<file path="src/rtl/pipe_pkg.sv">
// Shared constants and encodings for the inter-stage pipeline register.
package pipe_pkg;

  // Default bubble payload: all-zero word (MIPS sll r0,r0,0).
  localparam logic [31:0] NOP_INSN = 32'h0000_0000;

  localparam int CNT_W_DEFAULT = 16;

  typedef enum logic [1:0] {
    OCC_EMPTY = 2'd0,
    OCC_ONE   = 2'd1,
    OCC_TWO   = 2'd2
  } occ_e;

endpackage

</file>
<file path="src/rtl/sat_counter.sv">
// Saturating up-counter with synchronous clear; holds at all-ones instead of wrapping.
module sat_counter
  import pipe_pkg::*;
#(
  parameter int CNT_W = CNT_W_DEFAULT
) (
  input  logic             clk,
  input  logic             clr,
  input  logic             inc,
  output logic [CNT_W-1:0] cnt
);

  logic [CNT_W-1:0] cnt_q, cnt_d;

  always_comb begin
    cnt_d = cnt_q;
    if (clr) begin
      cnt_d = '0;
    end else if (inc && !(&cnt_q)) begin
      cnt_d = cnt_q + CNT_W'(1);
    end
  end

  always_ff @(posedge clk) begin
    cnt_q <= cnt_d;
  end

  assign cnt = cnt_q;

endmodule

</file>
<file path="src/rtl/pipe_stage_reg.sv">
// Inter-stage pipeline register with valid/ready handshake, optional skid entry,
// stall/flush control and saturating stall/flush counters.
//
//   state     | meaning
//   OCC_EMPTY | no payload held, bubble presented downstream
//   OCC_ONE   | main entry valid, skid entry free
//   OCC_TWO   | main and skid entries valid (SKID=1 only), upstream blocked
module pipe_stage_reg
  import pipe_pkg::*;
#(
  parameter int                DATA_W      = 64,
  parameter logic [DATA_W-1:0] NOP_VALUE   = DATA_W'(NOP_INSN),
  parameter bit                SKID        = 1'b1,
  parameter int                CNT_W       = CNT_W_DEFAULT,
  parameter bit                CLK_NEGEDGE = 1'b1
) (
  input  logic              clk,
  input  logic              rst,
  input  logic              in_valid,
  output logic              in_ready,
  input  logic [DATA_W-1:0] in_data,
  input  logic              stall,
  input  logic              flush,
  output logic              out_valid,
  input  logic              out_ready,
  output logic [DATA_W-1:0] out_data,
  output logic [1:0]        occupancy,
  output logic [CNT_W-1:0]  stall_cnt,
  output logic [CNT_W-1:0]  flush_cnt
);

  // Every flop in this block, counters included, runs off the selected edge.
  logic clk_act;
  assign clk_act = CLK_NEGEDGE ? ~clk : clk;

  occ_e              occ_q, occ_d;
  logic [DATA_W-1:0] main_q, main_d;
  logic [DATA_W-1:0] skid_q, skid_d;
  logic              in_rdy_q, in_rdy_d;
  logic              main_valid, accept, drain;

  assign main_valid = (occ_q != OCC_EMPTY);
  assign in_ready   = ~stall & (SKID ? in_rdy_q : (~main_valid | out_ready));
  assign out_valid  = main_valid & ~stall;
  assign out_data   = out_valid ? main_q : NOP_VALUE;
  assign occupancy  = occ_q;
  assign accept     = in_valid & in_ready;
  assign drain      = out_valid & out_ready;

  always_comb begin
    occ_d  = occ_q;
    main_d = main_q;
    skid_d = skid_q;
    if (flush) begin
      occ_d  = OCC_EMPTY;
      main_d = NOP_VALUE;
      skid_d = NOP_VALUE;
    end else if (!stall) begin
      case (occ_q)
        OCC_EMPTY: begin
          if (accept) begin
            main_d = in_data;
            occ_d  = OCC_ONE;
          end
        end
        OCC_ONE: begin
          // Without a skid entry an accept here always coincides with a drain.
          if (accept && drain) begin
            main_d = in_data;
          end else if (accept) begin
            skid_d = in_data;
            occ_d  = OCC_TWO;
          end else if (drain) begin
            occ_d = OCC_EMPTY;
          end
        end
        OCC_TWO: begin
          if (drain) begin
            main_d = skid_q;
            if (accept) begin
              skid_d = in_data;
            end else begin
              occ_d = OCC_ONE;
            end
          end
        end
        default: occ_d = OCC_EMPTY;
      endcase
    end
    in_rdy_d = (occ_d != OCC_TWO);
  end

  always_ff @(posedge clk_act) begin
    if (rst) begin
      occ_q    <= OCC_EMPTY;
      main_q   <= NOP_VALUE;
      skid_q   <= NOP_VALUE;
      in_rdy_q <= 1'b1;
    end else begin
      occ_q    <= occ_d;
      main_q   <= main_d;
      skid_q   <= skid_d;
      in_rdy_q <= in_rdy_d;
    end
  end

  sat_counter #(.CNT_W(CNT_W)) u_stall_cnt (
    .clk (clk_act),
    .clr (rst),
    .inc (stall & ~flush),
    .cnt (stall_cnt)
  );

  sat_counter #(.CNT_W(CNT_W)) u_flush_cnt (
    .clk (clk_act),
    .clr (rst),
    .inc (flush),
    .cnt (flush_cnt)
  );

endmodule
</file>
<file path="config.mk">
export PLATFORM = sky130hd
export DESIGN_NAME = pipe_stage_reg
export DESIGN_NICKNAME = d
export VERILOG_FILES = /design/src/rtl/pipe_pkg.sv /design/src/rtl/sat_counter.sv /design/src/rtl/pipe_stage_reg.sv
export SDC_FILE = /design/constraint.sdc
export NUM_CORES = 1
export LEC_CHECK = 0
export CAP_MARGIN = 10
export CORE_AREA = 2 2 168 170
export DETAILED_ROUTE_END_ITERATION = 16
export DIE_AREA = 0 0 170 172
export SKIP_LAST_GASP = 1
export SYNTH_ARGS = -nofsm -noshare
export SYNTH_HDL_FRONTEND = slang
export SYNTH_SLANG_ARGS = --single-unit
</file>
<file path="constraint.sdc">
create_clock -name clk -period 2 [get_ports clk]
set_input_delay 0.2 -clock clk [delete_from_list [all_inputs] [get_ports clk]]
set_output_delay 0.2 -clock clk [all_outputs]
set_load 0.005 [all_outputs]
</file>
==> flow_summary.json <==
{
  "rsz0062_at_grt": "true",
  "synth_simple_gate_area_share_pct": 25.3,
  "synth_fa_ha_area_share_pct": 0.307,
  "min_path_type": "flip-flop to flip-flop",
  "layout.nets": 1430,
  "report.power.total_w": 0.00909,
  "dieArea_sq_mm": 0.0292,
  "drive_above_1_share_pct": 36.8,
  "place_congestion": 0.790,
  "hold_ws_ps": 469,
  "initial_core_util_pct": 29.6,
  "ios": 170,
  "synthMuxAreaShare_pct": 17.3,
  "grt_usage_pct": 19.8,
  "antennaDiodeCount": 0,
  "fp.coreArea_sq_mm": 0.0275,
  "yosysSeqAreaShare_pct": 40.1,
  "yosysMostFrequentCell": "dfxtp_1",
  "grt-ovfl-total": 0,
  "clockBufferDepth": 2,
  "wl_um": 28900,
  "required_ps": 1800,
  "worstPathArrival_ps": 2730,
  "io_buffers": 169,
  "hold_end": "main_q[32]",
  "ys.flop_type": "dfxtp_1",
  "cp_cell_sequence": "nor2_4 > nor2_4 > buf_12 > buf_12 > buf_12 > buf_12 > and2_1 > buf_2",
  "die_w_um": 170,
  "r2r_start": "occupancy[1]",
  "cts_made_buffers": 17,
  "finalSetupViolations": 239,
  "synth_seq_cells": 163,
  "grt_start_max_net_pins": 58,
  "final_cell_area_sq_mm": 0.0139,
  "place_area_sq_mm": 0.0110,
  "num_vias": 8477,
  "rrSetupSlack_ps": -230,
  "finalHoldViolCount": 0,
  "n_fill_cell": 2549,
  "relSlewSlack_pct": 61.2,
  "critical_path.reg2reg.endpoint": "skid_q[37]",
  "synth_cell_types": 56,
  "cts-root-buf": "clkbuf_16",
  "dr.pass1.iters": 4,
  "syn-num-nets": 957,
  "worstSetupPathType": "flip-flop to primary output",
  "yosysTopAreaCell": "dfxtp_1",
  "htreeDepth": 4,
  "status": "complete, but fails checks",
  "synth_edf_count": 0,
  "ys_warn_count": 0,
  "viasPerCell": 4.94,
  "powerDensity_mw_per_mm2": 654,
  "antenna_found_initial": 2,
  "synth_xor_area_share_pct": 0,
  "cp-start-kind": "flip-flop",
  "drtIter0Drc": 375,
  "synth_compound_area_share_pct": 9.86,
  "grt_pass1_wl_um": 44900,
  "critical_path.max_fanout": 7,
  "crit_family": "buffers and inverters",
  "final_util_pct": 50.6,
  "fin_skew_ps": 37.9,
  "area_growth_pct": 70.7,
  "r2r_cells": 10,
  "slew_violations": 0,
  "yosysTopAreaCellShare_pct": 40.1,
  "timing.critical_path.buf_inv": 5,
  "critPathSlowestCell": "dfxtp_2",
  "hold_buffers": 0,
  "cts_num_sinks": 163,
  "min-delay-start": "main_q[32]",
  "netlist_area_sq_mm": 0.00815,
  "die_h_um": 172,
  "cts_tree": "built",
  "crit_top_cell": "buf_12",
  "synth_cells": 885,
  "clkTransAtPathRegs_ps": 40,
  "synth_top_family_by_area": "simple AND/OR/NAND/NOR gates",
  "clock_latency_ps": 490,
  "avgSynthCellArea_sq_um": 9.21,
  "max-vdd-ir-drop_mv": 0.420,
  "ys_async_sr_fraction_pct": 0,
  "hold_path_depth": 2,
  "route.detailed.drc": 0,
  "cpPeakStageDelay_ps": 330,
  "worstSetupStartpoint": "occupancy[0]",
  "crit_path_end_kind": "primary output",
  "violations": "negative setup slack",
  "drtAntennaViolNets": 0,
  "rows": 61,
  "yosys-top-cells-area": "dfxtp_1 40%, mux2i_1 16%, or4_1 6.4%",
  "pre_cts_slack_ps": -1060,
  "synthTopCellsByCount": "163 x dfxtp_1, 131 x mux2i_1, 91 x nor2_1, 74 x nand2_1, 69 x or4_1",
  "cap_violations": 0,
  "p_leak_nw": 6.74,
  "dp_hpwl_um": 14700,
  "fin_ws_ps": -933,
  "wl_per_cell_um": 16.8,
  "grt_pass1_vias": 8819,
  "tightest_slew_ps": 579
}
==> report_power, final <==
group          internal (W)  switching [W]
logic              0.000530       0.000423
clock network       0.00242        0.00239
registers           0.00331      0.0000245
total               0.00626        0.00283
==> state kept, by name, indices dropped and copies added, names as in the netlist <==
register / cells
in_rdy_q: 1
main_q: 64
occupancy: 2
skid_q: 64
u_flush_cnt.cnt: 16
u_stall_cnt.cnt: 16
==> layout by cell type, fill, tap and decap left out, types with 7 or more instances in the layout <==
cell	instances
a21oi_1	16
buf_6	106
nor2b_1	9
mux2i_1	129
nand3_1	12
buf_4	108
and2_4	62
nor3_1	9
buf_12	29
buf_2	29
buf_8	12
nand4_1	9
nand2_1	67
o211ai_1	65
nand2_2	7
a21oi_2	7
dfxtp_2	31
or4_1	53
clkdlybuf4s50_1	64
clkbuf_16	17
inv_1	170
dfxtp_1	128
nor2_1	88
or4_4	16
buf_16	21
==> metal layers <==
layer / global-route usage, % / routed length (um)
met3: 8.13 / 2080
met1: 21.1 / 11600
met2: 35.0 / 14700
met5: 0 / 0
met4: 7.95 / 539
==> tightest hold or removal path, delay by kind of cell, from the launching register on <==
kind             cells  cell delay [ps]
AND/OR/NAND/NOR      1               50
AO/OA/AOI/OAI        1               70
flip-flops           1              300
==> worst max-delay path by stage <==
stage,endpoint,slack (ps),depth (start not counted)
final,out_data[57],-930,8
after global routing,out_data[57],-1010,8
after detailed placement,main_q[57],-1060,7
after global placement,skid_q[13],-1050,7
after CTS,out_data[35],-930,8
after floorplan,skid_q[0],-460,6
==> logic make-up after synthesis <==
logic type	Yosys count
flops	163
fa+ha+maj	2
mux	140
buf+inv	86
simple gates	379
compound gates	115
==> layout make-up <==
class | instances | area (sq um) | area share, %
Inverter | 6 | 22.5 | 0.162
Timing Repair Buffer | 369 | 4130 | 29.7
Tap cell | 346 | 433 | 3.11
Sequential cell | 163 | 3320 | 23.8
Clock inverter | 178 | 791 | 5.68
Clock buffer | 17 | 425 | 3.06
Multi-Input combinational cell | 638 | 4790 | 34.5
==> metrics by stage <==
stage | std cells | TNS, ps
after global routing | 1717 | -107660
after CTS | 1717 | -92770
after floorplan | 885 | -70230
after detailed placement | 1437 | -196440
final | 1717 | -97500
after global placement | 1437 | -195780
==> what timing repair did <==
action,4_1_cts,5_1_grt
endpoints found under the setup margin,262,237
gates resized for setup,604,85
setup buffers,53,22
pin swaps,67,47
gates cloned,35,0
No activity file was read; power rests on OpenSTA's default activity.
